===== src/rtl/cva6_ras_pkg.sv =====
// Shared types and wrap-around pointer helpers for the CVA6 return-address stack.
package cva6_ras_pkg;

    localparam int unsigned RAS_MAX_DEPTH = 64;
    localparam int unsigned RAS_MAX_PTRW  = $clog2(RAS_MAX_DEPTH);
    localparam int unsigned RAS_MAX_CNTW  = $clog2(RAS_MAX_DEPTH + 1);
    localparam int unsigned RAS_MAX_VLEN  = 64;

    typedef struct packed {
        logic [RAS_MAX_PTRW-1:0] ptr;
        logic [RAS_MAX_CNTW-1:0] cnt;
        logic [RAS_MAX_VLEN-1:0] top;
    } ras_ckpt_t;

    // Modular step without assuming Depth is a power of two.
    function automatic int unsigned ras_inc(input int unsigned p,
                                            input int unsigned depth);
        return (p == depth - 1) ? 0 : p + 1;
    endfunction

    function automatic int unsigned ras_dec(input int unsigned p,
                                            input int unsigned depth);
        return (p == 0) ? depth - 1 : p - 1;
    endfunction

endpackage


===== src/rtl/cva6_ras_ckpt.sv =====
// Parametrised return-address stack with wrap, replace, status pulses and
// checkpoint restore; restore is enabled by defining CVA6_RAS_CKPT_EN.
module cva6_ras_ckpt
    import cva6_ras_pkg::*;
#(
    parameter int unsigned VLEN  = 32,
    parameter int unsigned Depth = 2,
    parameter int unsigned PtrW  = (Depth > 1) ? $clog2(Depth) : 1,
    parameter int unsigned CntW  = $clog2(Depth + 1)
) (
    input  logic            clk_i,
    input  logic            rst_i,
    input  logic            flush_bp_i,
    input  logic            push_i,
    input  logic            pop_i,
    input  logic [VLEN-1:0] data_i,
    output logic            valid_o,
    output logic [VLEN-1:0] ra_o,
    output logic [CntW-1:0] count_o,
    output logic [PtrW-1:0] ckpt_ptr_o,
    output logic            overflow_o,
    output logic            underflow_o,
    input  logic            restore_i,
    input  logic [PtrW-1:0] restore_ptr_i,
    input  logic [CntW-1:0] restore_cnt_i,
    input  logic [VLEN-1:0] restore_top_i
);

    localparam logic [CntW-1:0] FULL = CntW'(Depth);

    logic [VLEN-1:0] mem_q [Depth];
    logic [VLEN-1:0] mem_d [Depth];
    logic [PtrW-1:0] ptr_q, ptr_d;
    logic [CntW-1:0] cnt_q, cnt_d;
    logic            ovf_q, ovf_d;
    logic            unf_q, unf_d;

    logic [PtrW-1:0] ptr_inc, ptr_dec;

    assign ptr_inc = PtrW'(ras_inc(32'(ptr_q), Depth));
    assign ptr_dec = PtrW'(ras_dec(32'(ptr_q), Depth));

    logic            do_restore;
    logic [CntW-1:0] rcnt;

`ifdef CVA6_RAS_CKPT_EN
    assign do_restore = restore_i;
    assign rcnt       = (restore_cnt_i > FULL) ? FULL : restore_cnt_i;
    assign ckpt_ptr_o = ptr_q;
`else
    logic unused_restore;
    assign unused_restore = ^{restore_i, restore_ptr_i,
                              restore_cnt_i, restore_top_i};
    assign do_restore = 1'b0;
    assign rcnt       = '0;
    assign ckpt_ptr_o = '0;
`endif

    always_comb begin
        mem_d = mem_q;
        ptr_d = ptr_q;
        cnt_d = cnt_q;
        ovf_d = 1'b0;
        unf_d = 1'b0;
        if (flush_bp_i) begin
            ptr_d = '0;
            cnt_d = '0;
        end else if (do_restore) begin
`ifdef CVA6_RAS_CKPT_EN
            ptr_d = restore_ptr_i;
            cnt_d = rcnt;
            for (int i = 0; i < int'(Depth); i++) begin
                if (PtrW'(i) == restore_ptr_i) mem_d[i] = restore_top_i;
            end
`endif
        end else if (push_i && (!pop_i || cnt_q == '0)) begin
            ptr_d          = ptr_inc;
            mem_d[ptr_inc] = data_i;
            if (cnt_q == FULL) ovf_d = 1'b1;
            else               cnt_d = cnt_q + 1'b1;
        end else if (push_i && pop_i) begin
            // Call and return in one fetch block: the top is simply replaced.
            mem_d[ptr_q] = data_i;
        end else if (pop_i) begin
            if (cnt_q != '0) begin
                ptr_d = ptr_dec;
                cnt_d = cnt_q - 1'b1;
            end else begin
                unf_d = 1'b1;
            end
        end
    end

    always_ff @(posedge clk_i) begin
        if (rst_i) begin
            for (int i = 0; i < int'(Depth); i++) mem_q[i] <= '0;
            ptr_q <= '0;
            cnt_q <= '0;
            ovf_q <= 1'b0;
            unf_q <= 1'b0;
        end else begin
            mem_q <= mem_d;
            ptr_q <= ptr_d;
            cnt_q <= cnt_d;
            ovf_q <= ovf_d;
            unf_q <= unf_d;
        end
    end

    assign valid_o     = (cnt_q != '0);
    assign ra_o        = mem_q[ptr_q];
    assign count_o     = cnt_q;
    assign overflow_o  = ovf_q;
    assign underflow_o = unf_q;

endmodule


===== config.mk =====
export PLATFORM = sky130hd
export DESIGN_NAME = cva6_ras_ckpt
export DESIGN_NICKNAME = d
export VERILOG_FILES = /design/src/rtl/cva6_ras_pkg.sv /design/src/rtl/cva6_ras_ckpt.sv
export SDC_FILE = /design/constraint.sdc
export NUM_CORES = 1
export LEC_CHECK = 0
export CORE_ASPECT_RATIO = 1.2
export CORE_MARGIN = 2
export CORE_UTILIZATION = 40
export CTS_CLUSTER_SIZE = 12
export DETAILED_ROUTE_END_ITERATION = 10
export PLACE_DENSITY = 0.75
export SKIP_CTS_REPAIR_TIMING = 1
export SLEW_MARGIN = 40
export SYNTH_ARGS = -nofsm -noshare
export SYNTH_HDL_FRONTEND = slang
export SYNTH_SLANG_ARGS = --single-unit

===== constraint.sdc =====
create_clock -name clk_i -period 2.13 [get_ports clk_i]
set_input_delay 0.426 -clock clk_i [delete_from_list [all_inputs] [get_ports clk_i]]
set_output_delay 0.426 -clock clk_i [all_outputs]
set_load 0.05 [all_outputs]

==> results.rst <==
.. list-table::
   :header-rows: 1

   * - Metric
     - Value
   * - Relative contribution of the clock network to total power
     - 41.0%
   * - Area share of xor/xnor cells in the synthesized design
     - 1.79%
   * - Min cycle time layout
     - 1.99 ns
   * - Area added between synthesis and finish
     - 33.9%
   * - Flop2flop setup slack
     - 0.30 ns
   * - Net switching power of the design
     - 0.770 mW
   * - Total nets after synthesis
     - 431
   * - Count of buffer and inverter cells on the critical path
     - 1
   * - Yosys top cell area share
     - 44.8%
   * - Placed inst area
     - 0.00389 mm2
   * - Starting Density
     - 40.7%
   * - Synth top cells by count
     - 69 x dfxtp_1, 66 x a21oi_1, 65 x nand3_1
   * - Clock-pin slew of the registers on the worst-case setup and hold paths
     - 0.07 ns
   * - YS warnings
     - 0
   * - Cell chosen for the clock root
     - clkbuf_8
   * - Proportion of total power due to net switching
     - 25.6%
   * - First-pass DRT Iterations
     - 4
   * - Post-synth EDFFs
     - 0
   * - Flops & latches, synth
     - 69
   * - Worst reg2reg path depth
     - 8
   * - FP Rows
     - 35
   * - Startpoint-to-endpoint class of the critical path
     - register to output port
   * - Combinational share of power
     - 14.5%
   * - Biggest area consumer among synthesized cells
     - dfxtp_1
   * - TritonCTS clock tree
     - yes
   * - Cell leakage power
     - 1.57 nW
   * - Final wirelength
     - 7.87 mm
   * - Critical path origin
     - count_o[1]
   * - Largest net degree at the start of global routing
     - 34
   * - Remaining Overflow, GRT
     - 0
   * - Hold path start
     - mem_q[19]
   * - Final Max Tran Viols
     - 0
   * - Setup repair after global routing missed its margin
     - false
   * - Detail-routed net length per standard cell
     - 15.0 um
   * - Number of instances in the synthesized netlist
     - 357
   * - First-pass GRT wire length
     - 12.8 mm
   * - Least-Margin Pin Slew
     - 0.503 ns
   * - Hpwl dp
     - 5.10 mm
   * - Met2 track demand over resource in global routing
     - 33.5%
   * - Largest stage delay on the critical path
     - 0.82 ns
   * - Register area share after synthesis
     - 44.8%
   * - Destination of the worst register-to-register timing path
     - mem_q[36]
   * - Share of flip-flops with an asynchronous set or reset after synthesis
     - 0%
   * - Clock buffers created by TritonCTS
     - 9
   * - Share of the cycle needed by the critical path after routing
     - 93.2%
   * - Run status
     - finished, final reports clean
   * - Clock Skew
     - 0.00596 ns
   * - Capture endpoint of the worst hold path
     - mem_q[19]
   * - Fin area
     - 0.00413 mm2
   * - Detailed-route DRC error count
     - 0
   * - Global routing met3 resource utilization
     - 4.11%
   * - Weighted congestion at the end of routability-driven global placement
     - 0.737
   * - Post-synthesis simple-gate area fraction
     - 22.0%
   * - Compound-gate portion of the synthesized area
     - 12.1%
   * - Number of global-route vias before repair
     - 2732
   * - Slowest stage cell, crit path
     - clkdlybuf4s50_1
   * - Max-cap viol count
     - 0
   * - Die boundary width
     - 84.1 um
   * - Hold Vio Cnt, Final
     - 0
   * - Residual antenna-violating net count after detailed routing
     - 0
   * - Maximum VDD drop
     - 0.000454 V
   * - Count of fill cells added during filler insertion
     - 683
   * - CP delay by family, top
     - buffers and inverters
   * - Antenna diodes
     - 0
   * - GRT Max-Usage Layer
     - met2
   * - Clk buf depth
     - 2
   * - Synth top area cells
     - dfxtp_1 45%, mux2_2 12%, a21oi_1 11%, nand3_1 11%, nand2_1 7.8%
   * - PnR worst setup slack
     - 0.144 ns
   * - Largest fanout of any net on the critical path
     - 8
   * - Dominant register cell in the synthesized netlist
     - dfxtp_1
   * - Placement Setup Slack
     - -0.222 ns
   * - Detailed router's first-iteration violation count
     - 184
   * - Final Net Count
     - 503
   * - Vertical die dimension
     - 100 um
   * - Number of levels in the clock H-tree
     - 3
   * - Critical Path End Type
     - output port
   * - Power Internal
     - 2.24 mW
   * - Total power per unit cell area
     - 729 mW/mm2
   * - Die area
     - 0.00843 mm2
   * - Largest family of logic cells by synthesized area
     - simple AND/OR/NAND/NOR gates
   * - Multiplexer share of the synthesized area
     - 12.1%
   * - Worst reg2reg path startpoint
     - count_o[1]
   * - Most common cell in the netlist
     - dfxtp_1
   * - Data required time of the worst path
     - 1.70 ns
   * - Critical Path Start Type
     - register
   * - Adder-cell share of the synthesized area
     - 0.406%
   * - Initial antenna violation count
     - 0
   * - Hold Crit Depth
     - 2
   * - Total negative setup slack
     - 0 ns
   * - DR vias
     - 2756
   * - Number of buffers added on ports
     - 73
   * - Number of placed instances with taps included
     - 510
   * - Count of endpoints failing setup in the final report
     - 0
   * - Share of cells above drive strength 1
     - 26.3%
   * - Vias per cell
     - 5.24
   * - Max_slew headroom
     - 66.4%
   * - Clock latency reported for the late side of the worst-skew pair
     - 0.34 ns
   * - Core Area
     - 0.00758 mm2
   * - Syn Std Cell Area
     - 0.00308 mm2
   * - Yosys cell types
     - 31
   * - Type of the worst min-delay path
     - register to register
   * - Peak clock frequency supported by timing
     - 504 MHz
   * - Final Core Density
     - 54.5%
   * - Overall routing resource usage
     - 18.9%
   * - Arrival time at the worst endpoint
     - 1.56 ns
   * - Proportion of power drawn by flip-flops and latches
     - 44.5%
   * - Io pins
     - 111
   * - Cell-by-cell listing of the critical path
     - clkdlybuf4s50_1
   * - Final instance count without filler cells
     - 526
   * - Synth Area per Inst
     - 8.63 um2
   * - Clock tree sinks
     - 69
   * - Met1 Resource Use GR
     - 22.6%
placed cells by master, fill, tap and decap left out, types with 2 or more instances in the layout:
cell type,instances
nand2_1,64
mux2_2,33
buf_4,48
dfxtp_1,66
clkdlybuf4s50_1,39
o21ai_0,2
dfxtp_4,2
inv_1,2
bufinv_16,2
nor2b_1,2
a21oi_1,66
buf_12,5
nand3_1,65
xnor2_4,2
clkbuf_8,11
nor2_1,3
cell families after synthesis:
group / Yosys count
mux: 33
xor+xnor: 2
fa+ha+maj: 1
flops: 69
buf+inv: 35
compound gates: 71
simple gates: 145
other cells: 1
registers in the layout, summed over array words and instances, names as in the netlist:
register / count
mem_q: 64
count_o: 2
overflow_o: 1
underflow_o: 1
ptr_q: 1
per-layer routing:
metal / up-vias / part of all wire [%]
met5: - / 0
met3: 5 / 5.7
met2: 75 / 51
met1: 1304 / 43
li1: 1372 / -
met4: 0 / 0.83
through the flow:
| stage | power (mW) | hold WS [ns] |
|---|---|---|
| 2_1_floorplan | 1.63 | 0.433 |
| 3_5_place_dp | 1.81 | 0.445 |
| 3_3_place_gp | 1.80 | 0.438 |
| 5_1_grt | 3.12 | 0.471 |
| 6_report | 3.01 | 0.454 |
| 4_1_cts | 3.04 | 0.456 |
worst max-delay path by stage:
stage / end / cells after the start / slack, ns
final: count_o[1] / 1 / 0.14
after global routing: mem_q[45] / 9 / 0.07
after CTS: valid_o / 2 / -0.05
after detailed placement: mem_q[60] / 9 / -0.22
after global placement: mem_q[62] / 9 / -0.19
after floorplan: mem_q[32] / 9 / 0.08
power groups by stage:
stage | Combinational [mW] | Sequential, mW | Clock (mW)
after floorplan | 0.258 | 1.37 | 0
after global placement | 0.433 | 1.37 | 0
after detailed placement | 0.438 | 1.37 | 0
after CTS | 0.439 | 1.34 | 1.26
final | 0.436 | 1.34 | 1.23
after global routing | 0.466 | 1.34 | 1.31
area by class of cell:
type | count | area, um2 | area share (%)
timing repair buffer | 94 | 868 | 21.0
tap | 92 | 115 | 2.79
clock inverter | 5 | 80.1 | 1.94
inverter | 2 | 7.51 | 0.182
clock buffer | 11 | 151 | 3.67
multi-input combinational | 253 | 1510 | 36.7
sequential | 69 | 1390 | 33.7
Power figures use the tool's default switching activity.
